--- src/rtl/fifo_rd_packer_pkg.sv ---
// Shared definitions for the FIFO read-side packer.
//   state_e   : packer control states (idle, filling, flushing a partial beat)
//   Def*      : default parameter values used by the interface and modules
package fifo_rd_packer_pkg;

   localparam int unsigned DefWidth = 8;
   localparam int unsigned DefPack  = 4;
   localparam int unsigned DefCntW  = 16;

   typedef enum logic [1:0] {
      StIdle,
      StFill,
      StFlush
   } state_e;

endpackage

--- src/rtl/fifo_rd_packer_if.sv ---
// Bus bundle between a read-side FIFO, the packer and the downstream consumer.
//   fifo_empty / fifo_rdata / fifo_rd_en : FIFO read port (data valid one cycle after a pop)
//   flush                                : request to emit a partially filled beat
//   m_valid / m_ready / m_data / m_keep  : packed output stream, lane i = bits i*WIDTH
//   beat_cnt                             : running count of transferred beats
// slave is the packer side, master is the environment side.
interface fifo_rd_packer_if
   import fifo_rd_packer_pkg::*;
#(
   parameter int unsigned WIDTH = DefWidth,
   parameter int unsigned PACK  = DefPack,
   parameter int unsigned CNT_W = DefCntW
);

   logic                  fifo_empty;
   logic [WIDTH-1:0]      fifo_rdata;
   logic                  fifo_rd_en;
   logic                  flush;
   logic                  m_valid;
   logic                  m_ready;
   logic [WIDTH*PACK-1:0] m_data;
   logic [PACK-1:0]       m_keep;
   logic [CNT_W-1:0]      beat_cnt;

   modport slave (
      input  fifo_empty, fifo_rdata, flush, m_ready,
      output fifo_rd_en, m_valid, m_data, m_keep, beat_cnt
   );

   modport master (
      output fifo_empty, fifo_rdata, flush, m_ready,
      input  fifo_rd_en, m_valid, m_data, m_keep, beat_cnt
   );

endinterface

--- src/rtl/fifo_rd_packer_pack_out_reg.sv ---
// Output stage of the packer: one beat register with valid/ready handshake and beat counter.
//   clk_rd, rst_n : read-domain clock, asynchronous active-low reset
//   i_load        : capture i_data/i_keep (only asserted when o_free is high)
//   i_ready       : downstream accept
//   o_valid/o_data/o_keep : held beat, stable while stalled
//   o_beat_cnt    : transferred beats, wraps
//   o_free        : register empty or draining this cycle, so a new beat may load
module pack_out_reg #(
   parameter int unsigned WIDTH = 8,
   parameter int unsigned PACK  = 4,
   parameter int unsigned CNT_W = 16
) (
   input  logic                  clk_rd,
   input  logic                  rst_n,
   input  logic                  i_load,
   input  logic [WIDTH*PACK-1:0] i_data,
   input  logic [PACK-1:0]       i_keep,
   input  logic                  i_ready,
   output logic                  o_valid,
   output logic [WIDTH*PACK-1:0] o_data,
   output logic [PACK-1:0]       o_keep,
   output logic [CNT_W-1:0]      o_beat_cnt,
   output logic                  o_free
);

   logic                  r_valid;
   logic [WIDTH*PACK-1:0] r_data;
   logic [PACK-1:0]       r_keep;
   logic [CNT_W-1:0]      r_beat_cnt;
   logic                  w_xfer;

   assign w_xfer = r_valid && i_ready;
   assign o_free = !r_valid || i_ready;

   always_ff @(posedge clk_rd or negedge rst_n) begin
      if (!rst_n) begin
         r_valid    <= 1'b0;
         r_data     <= '0;
         r_keep     <= '0;
         r_beat_cnt <= '0;
      end else begin
         if (i_load) begin
            r_valid <= 1'b1;
            r_data  <= i_data;
            r_keep  <= i_keep;
         end else if (w_xfer) begin
            r_valid <= 1'b0;
         end
         if (w_xfer) begin
            r_beat_cnt <= r_beat_cnt + CNT_W'(1);
         end
      end
   end

   assign o_valid    = r_valid;
   assign o_data     = r_data;
   assign o_keep     = r_keep;
   assign o_beat_cnt = r_beat_cnt;

endmodule

--- src/rtl/fifo_rd_packer.sv ---
// Packs PACK consecutive FIFO words into one wide beat; first-popped word lands in lane 0.
// A flush request closes a partially filled beat with a matching keep mask.
//   clk_rd, rst_n : read-domain clock, asynchronous active-low reset
//   bus (slave)   : FIFO read port, flush request and packed output stream
module fifo_rd_packer
   import fifo_rd_packer_pkg::*;
#(
   parameter int unsigned WIDTH = DefWidth,
   parameter int unsigned PACK  = DefPack,
   parameter int unsigned CNT_W = DefCntW
) (
   input  logic              clk_rd,
   input  logic              rst_n,
   fifo_rd_packer_if.slave   bus
);

   localparam int unsigned IdxW  = $clog2(PACK);
   localparam int unsigned LaneW = IdxW + 1;
   localparam logic [LaneW-1:0] LaneFull = LaneW'(PACK);
   localparam logic [LaneW-1:0] LaneLast = LaneW'(PACK - 1);

   state_e                      r_state, w_state_d;
   logic [LaneW-1:0]            r_lane_cnt;
   logic                        r_inflight;
   logic [PACK-1:0][WIDTH-1:0]  r_acc;

   logic                        w_flush_pend;
   logic                        w_pop;
   logic                        w_out_free;
   logic                        w_full_xfer;
   logic                        w_part_xfer;
   logic                        w_load;
   logic                        w_completing;
   logic [PACK-1:0]             w_keep;
   logic [WIDTH*PACK-1:0]       w_data;

   assign w_flush_pend = (r_state == StFlush);

   // Gated by rst_n so no pop is requested while held in reset.
   assign w_pop = rst_n && !bus.fifo_empty && !w_flush_pend &&
                  ((r_lane_cnt + LaneW'(r_inflight)) < LaneFull);
   assign bus.fifo_rd_en = w_pop;

   assign w_full_xfer  = (r_lane_cnt == LaneFull) && w_out_free;
   assign w_part_xfer  = w_flush_pend && !r_inflight && w_out_free;
   assign w_load       = w_full_xfer || w_part_xfer;
   // Accumulator is full or its last lane is being written: a flush now is redundant.
   assign w_completing = (r_lane_cnt == LaneFull) || (r_inflight && (r_lane_cnt == LaneLast));

   // Keep covers filled lanes; all ones for a full beat. Unfilled lanes are zeroed.
   always_comb begin
      w_keep = '0;
      w_data = '0;
      for (int i = 0; i < int'(PACK); i++) begin
         w_keep[i] = (LaneW'(i) < r_lane_cnt);
         w_data[i*WIDTH +: WIDTH] = w_keep[i] ? r_acc[i] : '0;
      end
   end

   always_comb begin
      w_state_d = r_state;
      unique case (r_state)
         StIdle:  if (w_pop) w_state_d = StFill;
         StFill: begin
            if (w_full_xfer) begin
               w_state_d = StIdle;
            end else if (bus.flush && !w_completing) begin
               w_state_d = StFlush;
            end
         end
         StFlush: if (w_part_xfer) w_state_d = StIdle;
         default: w_state_d = StIdle;
      endcase
   end

   always_ff @(posedge clk_rd or negedge rst_n) begin
      if (!rst_n) begin
         r_state <= StIdle;
      end else begin
         r_state <= w_state_d;
      end
   end

   // A lane write and a transfer never coincide: both transfer paths require no data in flight.
   always_ff @(posedge clk_rd or negedge rst_n) begin
      if (!rst_n) begin
         r_lane_cnt <= '0;
         r_inflight <= 1'b0;
         r_acc      <= '0;
      end else begin
         r_inflight <= w_pop;
         if (r_inflight) begin
            r_acc[r_lane_cnt[IdxW-1:0]] <= bus.fifo_rdata;
            r_lane_cnt                  <= r_lane_cnt + LaneW'(1);
         end else if (w_load) begin
            r_lane_cnt <= '0;
         end
      end
   end

   pack_out_reg #(
      .WIDTH (WIDTH),
      .PACK  (PACK),
      .CNT_W (CNT_W)
   ) u_out (
      .clk_rd     (clk_rd),
      .rst_n      (rst_n),
      .i_load     (w_load),
      .i_data     (w_data),
      .i_keep     (w_keep),
      .i_ready    (bus.m_ready),
      .o_valid    (bus.m_valid),
      .o_data     (bus.m_data),
      .o_keep     (bus.m_keep),
      .o_beat_cnt (bus.beat_cnt),
      .o_free     (w_out_free)
   );

endmodule

--- src/flat_wrapper.sv ---
// flat-port wrapper written by rule: the top's interface ports become plain ports
module fifo_rd_packer_flat import fifo_rd_packer_pkg::*;
#(
   parameter int unsigned WIDTH = DefWidth,
   parameter int unsigned PACK  = DefPack,
   parameter int unsigned CNT_W = DefCntW
)
  (clk_rd, rst_n, bus_fifo_empty, bus_fifo_rdata, bus_flush, bus_m_ready, bus_fifo_rd_en, bus_m_valid, bus_m_data, bus_m_keep, bus_beat_cnt);
  fifo_rd_packer_if #(.WIDTH(WIDTH), .PACK(PACK), .CNT_W(CNT_W)) bus_i ();
  input  logic clk_rd;
  input  logic rst_n;
  input wire logic [$bits(bus_i.fifo_empty)-1:0] bus_fifo_empty;
  input wire logic [$bits(bus_i.fifo_rdata)-1:0] bus_fifo_rdata;
  input wire logic [$bits(bus_i.flush)-1:0] bus_flush;
  input wire logic [$bits(bus_i.m_ready)-1:0] bus_m_ready;
  output wire logic [$bits(bus_i.fifo_rd_en)-1:0] bus_fifo_rd_en;
  output wire logic [$bits(bus_i.m_valid)-1:0] bus_m_valid;
  output wire logic [$bits(bus_i.m_data)-1:0] bus_m_data;
  output wire logic [$bits(bus_i.m_keep)-1:0] bus_m_keep;
  output wire logic [$bits(bus_i.beat_cnt)-1:0] bus_beat_cnt;
  assign bus_i.fifo_empty = bus_fifo_empty;
  assign bus_i.fifo_rdata = bus_fifo_rdata;
  assign bus_i.flush = bus_flush;
  assign bus_i.m_ready = bus_m_ready;
  assign bus_fifo_rd_en = bus_i.fifo_rd_en;
  assign bus_m_valid = bus_i.m_valid;
  assign bus_m_data = bus_i.m_data;
  assign bus_m_keep = bus_i.m_keep;
  assign bus_beat_cnt = bus_i.beat_cnt;
  fifo_rd_packer #(.WIDTH(WIDTH), .PACK(PACK), .CNT_W(CNT_W)) u_core (.clk_rd(clk_rd), .rst_n(rst_n), .bus(bus_i));
endmodule
--- config.mk ---
export PLATFORM = sky130hd
export DESIGN_NAME = fifo_rd_packer_flat
export DESIGN_NICKNAME = d
export VERILOG_FILES = /design/src/rtl/fifo_rd_packer_pkg.sv /design/src/rtl/fifo_rd_packer_if.sv /design/src/rtl/fifo_rd_packer_pack_out_reg.sv /design/src/rtl/fifo_rd_packer.sv /design/src/flat_wrapper.sv
export SDC_FILE = /design/constraint.sdc
export NUM_CORES = 1
export LEC_CHECK = 0
export CELL_PAD_IN_SITES_DETAIL_PLACEMENT = 1
export CELL_PAD_IN_SITES_GLOBAL_PLACEMENT = 2
export CORE_ASPECT_RATIO = 1.5
export CORE_MARGIN = 2
export CORE_UTILIZATION = 38
export CTS_CLUSTER_SIZE = 30
export DETAILED_ROUTE_END_ITERATION = 7
export HOLD_SLACK_MARGIN = 0.03
export PLACE_DENSITY = 0.91
export SLEW_MARGIN = 20
export SYNTH_ARGS = -nofsm -noshare
export SYNTH_HDL_FRONTEND = slang
export SYNTH_SLANG_ARGS = --single-unit
export TNS_END_PERCENT = 10
--- constraint.sdc ---
create_clock -name clk_rd -period 3.46 [get_ports clk_rd]
set_input_delay 0.519 -clock clk_rd [delete_from_list [all_inputs] [get_ports clk_rd]]
set_output_delay 0.519 -clock clk_rd [all_outputs]
set_load 0.02 [all_outputs]
=== Yosys cells after proc, flatten, opt, wreduce, memory -nomap -nowiden ===
Index checks and enable logic that the tools add are counted.

* Input bits: 13
* Output and inout port bits: 54
* Register bits after elaboration: 91
* Logic and storage cells: 66

* Eq/ne operators: 7
* Add/subtract/negate cells: 3
* Multiplexer cells: 16
* $lt $le $gt $ge: 7
* Reduce and logical (&&, ||, !) cells: 22

{| class="wikitable"
|+ Operators with widths
! cell !! count
|-
| $mux W8 || 5
|-
| $bwmux W32 || 1
|-
| $add A16 B1 Y16 const B || 1
|-
| $demux W8 S2 || 1
|-
| $logic_and A1 B1 Y1 || 10
|-
| $mux W2 || 4
|-
| $lt A1 B3 Y1 const A || 2
|-
| $lt A2 B3 Y1 const A || 2
|-
| $mux W3 || 2
|-
| $pmux W2 S3 || 1
|-
| $logic_not A1 Y1 || 5
|-
| $reduce_bool A2 Y1 || 2
|-
| $add A3 B1 Y3 || 1
|-
| $add A3 B1 Y3 const B || 1
|-
| $eq A3 B2 Y1 const B || 1
|-
| $eq A3 B3 Y1 const B || 1
|-
| $logic_or A1 B1 Y1 || 3
|-
| $lt A2 B3 Y1 const B || 1
|-
| $lt A3 B3 Y1 const B || 1
|-
| $ne A3 B1 Y1 const B || 1
|-
| $reduce_and A3 Y1 || 1
|-
| $eq A2 B1 Y1 const B || 1
|-
| $eq A2 B2 Y1 const B || 1
|-
| $ge A2 B1 Y1 const B || 1
|-
| 4 further kinds || 5
|}

=== Longest topological paths before layout ===
* Word-level depth: 8
* Mapped depth: 6
* Gate-level depth less buffers: 6

=== Modules after synthesis ===
Synthesis repeated with hierarchy kept, for this count alone.

* Cells, all modules: 277
* Area, all modules: 3,882.5 µm²

{| class="wikitable"
|+ Modules (own cells, without submodules)
! module !! area each (µm²) !! seq. area each (µm²) !! cells an instance !! times used
|-
| pack_out_reg || 2,072.0 || 1,326.3 || 134 || 1
|-
| fifo_rd_packer || 1,810.5 || 950.9 || 143 || 1
|}

=== Worst setup path before layout ===
No wires, ideal clock.

* Path type: register -> output
* From: register u_core.r_lane_cnt[0]
* To: output port bus_fifo_rd_en
* Cell stages (with the launch flop): 4
* Setup slack: 1.690 ns
* Arrival: 1.251 ns
* Cell sequence: dfrtp_1 -> nand3_1 -> xnor2_1 -> nor3_1

* Word-level cells in the longest chain between the ends: 3

{| class="wikitable"
|+ RTL lines
! element !! RTL line !! source
|-
| start: declaration || fifo_rd_packer.sv:23 || <nowiki>logic [LaneW-1:0] r_lane_cnt;</nowiki>
|-
| start signal: assignment || fifo_rd_packer.sv:94 || <nowiki>r_lane_cnt <= r_lane_cnt + LaneW'(1);</nowiki>
|-
| $add A3 B1 Y3 || fifo_rd_packer.sv:41 || <nowiki>((r_lane_cnt + LaneW'(r_inflight)) < LaneFull);</nowiki>
|-
| $lt A3 B3 Y1 || fifo_rd_packer.sv:41 ||
|-
| $logic_and A1 B1 Y1 || fifo_rd_packer.sv:40 || <nowiki>assign w_pop = rst_n && !bus.fifo_empty && !w_flush_pend &&</nowiki>
|-
| end: declaration || flat_wrapper.sv:16 || <nowiki>output wire logic [$bits(bus_i.fifo_rd_en)-1:0] bus_fifo_rd_en;</nowiki>
|}

No other way between the ends.

=== Worst setup path in the final report ===
* From: register u_core.r_inflight
* To: output port bus_fifo_rd_en

* Word-level cells in the longest chain between the ends: 3

{| class="wikitable"
|+ RTL lines
! element !! RTL line !! source
|-
| start: declaration || fifo_rd_packer.sv:24 || <nowiki>logic r_inflight;</nowiki>
|-
| start signal: assignment || fifo_rd_packer.sv:91 || <nowiki>r_inflight <= w_pop;</nowiki>
|-
| $add A3 B1 Y3 || fifo_rd_packer.sv:41 ||
|-
| $lt A3 B3 Y1 || fifo_rd_packer.sv:41 ||
|-
| $logic_and A1 B1 Y1 || fifo_rd_packer.sv:40 ||
|}

No other way between the ends.

==> flow_metrics.tcl <==
set metrics [dict create \
    grt_max_degree 47 \
    syn_area_mm2 0.00389 \
    synth_largest_area_cell "dfrtp_1" \
    synth_top_area_share_pct 58.5 \
    worstPathCellList "nand3_1 > xnor2_1 > nor3_1 > clkdlybuf4s50_1" \
    yosysMostFrequentCell "dfrtp_1" \
    slowest_delay_ps 650 \
    reg2reg_from "u_core.r_lane_cnt[0]$_DFFE_PN0P_" \
    syn_nets 330 \
    period_share_pct 78.0 \
    synth_area_leaders "dfrtp_1 58%, mux2_2 12%, mux2i_1 6.4%" \
    crit_fanout 13 \
    pre_cts_ws_ps 1030 \
    track_usage_pct 16.3 \
    first_pass_iters 4 \
    antennaDiodeCount 0 \
    numClockSinks 91 \
    powerDensity_mw_per_mm2 841 \
    grt_remaining_overflow 0 \
    area_delta_synth_final_pct 27.5 \
    cts_buffers 9 \
    initial_core_util_pct 38.6 \
    fill_cells 1050 \
    worstSetupPathType "reg -> out" \
    reg2reg_depth 6 \
    post-route-cell-area_mm2 0.00496 \
    ys_warn_count 0 \
    post-route-util_pct 49.3 \
    cts_resized 0 \
    drt_iter0_drc 49 \
    synth.distinct_cells 37 \
    post_cts_buffers 0 \
    leakagePower_nw 2.32 \
    hold_violations 0 \
    yosysSeqAreaShare_pct 58.5 \
    core_area_mm2 0.0101 \
    die_area_mm2 0.0111 \
    cp-end-kind "primary output" \
    chipHeight_um 128 \
    gp_congestion 0.785 \
    synth-seq-cells 91 \
    cts-root-buf "clkbuf_16" \
    timing.rr.end "u_core.u_out.o_data[1]$_DFFE_PN0P_" \
    stdcell_count 504 \
    setup_viol 0 \
    clock.fmax_mhz 370 \
    vias 2481 \
    hp-class "in -> async" \
    grt_pass1_vias 2681 \
    slew_headroom_pct 60.0 \
    clock_latency_ps 340 \
    ys.flop_type "dfrtp_1" \
    rsz0062_at_grt "no" \
    grt_pass1_wl_um 13600 \
    rows 45 \
    timing.hold.ws_ps 277 \
    via_per_inst 4.92 \
    arrival_ps 2180 \
    htreeDepth 3 \
    path_clk_slew_ps 60 \
    final_nets 400 \
    ant_nets 0 \
    dp.cells 488 \
    finalCriticalPeriod_ps 2700 \
    final_max_slew_viol_count 0 \
    synth_edf_count 0 \
    portBuffers 66 \
    avgRoutedWirePerCell_um 16.7 \
    die_w_um 86.7 \
    fin_setup_tns_ps 0 \
    synthTopCellsByCount "91 x dfrtp_1, 42 x mux2_2, 37 x nand2_1" \
    dp_hpwl_um 5850 \
    critPathSlowestCell "clkdlybuf4s50_1" \
    async_flop_share_pct 100 \
    setup_ws_ps 761 \
    cts_tree "yes" \
    cts_hold_buf 0 \
    wirelength_um 8400 \
    io_pins 67 \
    total_power_mw 4.17 \
    tightest_slew_ps 599 \
    clock_path_buffers 2 \
    skew_ps 5.59 \
    antenna_found_initial 0 \
    drive_gt1_share_pct 18.1 \
    postPlaceCellArea_mm2 0.00469 \
    avgSynthCellArea_um2 12.5 \
    cp-start-kind "flop" \
    r2r_slack_ps 1430 \
    peakVddDrop_uv 405 \
    max_cap_violations 0 \
    status "finished, final reports clean" \
    drcViolationCount 0 \
    synthCells 312 \
    cp.required_ps 2940 \
]
[registers in the layout (all words and copies together) (netlist names)]
name and flops:
u_core.r_acc 32, u_core.u_out.o_data 32, u_core.u_out.o_beat_cnt 16, u_core.u_out.o_keep 4, u_core.r_lane_cnt 3, u_core.r_state 2, u_core.r_inflight 1, u_core.u_out.o_valid 1
[area by class of cell]
cell class                      count  area [um^2]  share of cell area [%]
Clock buffer                        9          225                    4.54
Tap cell                          117          146                    2.95
Timing Repair Buffer               69          693                    14.0
Inverter                           30          113                    2.27
Sequential cell                    91         2280                    45.9
Clock inverter                      7         53.8                    1.08
Multi-Input combinational cell    181         1460                    29.3
[logic make-up after synthesis]
kind of cell,share of synthesized area [%]
XOR/XNOR,3.82
flip-flops,58.5
AND/OR/NAND/NOR,10.9
multiplexers,19.2
buffers and inverters,4.31
AO/OA/AOI/OAI,1.70
adder cells (fa/ha/maj),1.61
[worst max-delay path, delay by kind of cell (launching register included)]
family | cells | cell delay [ps]
XOR/XNOR | 1 | 170
flip-flops | 1 | 570
AND/OR/NAND/NOR | 2 | 450
buffers and inverters | 1 | 650
[power by group]
group          internal [mW]  switching, mW
clock network          0.490          0.419
logic                  0.794          0.745
registers               1.46          0.264
[how the worst max path moves through the flow]
stage                                           from        endpoint  slack, ps  depth (start not counted)
global route             u_core.r_inflight$_DFF_PN0_  bus_fifo_rd_en        570                          4
global placement                      bus_fifo_empty  bus_fifo_rd_en       1060                          4
finish                   u_core.r_inflight$_DFF_PN0_  bus_fifo_rd_en        760                          4
CTS                      u_core.r_inflight$_DFF_PN0_  bus_fifo_rd_en        720                          4
detailed placement                    bus_fifo_empty  bus_fifo_rd_en       1030                          4
floorplan           u_core.r_lane_cnt[0]$_DFFE_PN0P_  bus_fifo_rd_en       1690                          3
[layout by cell type (no fill, tap or decap), types with 2 or more instances in the layout]
master,Yosys,layout
buf_4,1,3
xnor2_1,10,10
inv_1,30,30
mux2_1,2,2
ha_1,5,5
nor3_2,2,2
nor2b_1,11,11
clkdlybuf4s50_1,0,65
mux2_2,42,42
a22o_1,2,2
nand4_1,2,2
clkbuf_16,0,9
xor2_1,7,7
nor2_1,7,7
clkinv_4,0,2
nand2b_1,2,2
mux2i_1,25,25
nand3_1,6,6
dfrtp_1,91,91
clkinvlp_4,0,3
a21o_1,2,2
o21ai_0,2,2
or3_1,2,2
nor3_1,3,3
nand2_1,37,37
[routing by layer]
| metal | GRT usage, % | part of all wire [%] |
|---|---|---|
| met5 | 0 | 0 |
| met1 | 19.3 | 43 |
| met3 | 3.41 | 2.5 |
| met4 | 6.62 | 1.6 |
| met2 | 28.4 | 53 |
(Power assumes the default switching activity.)
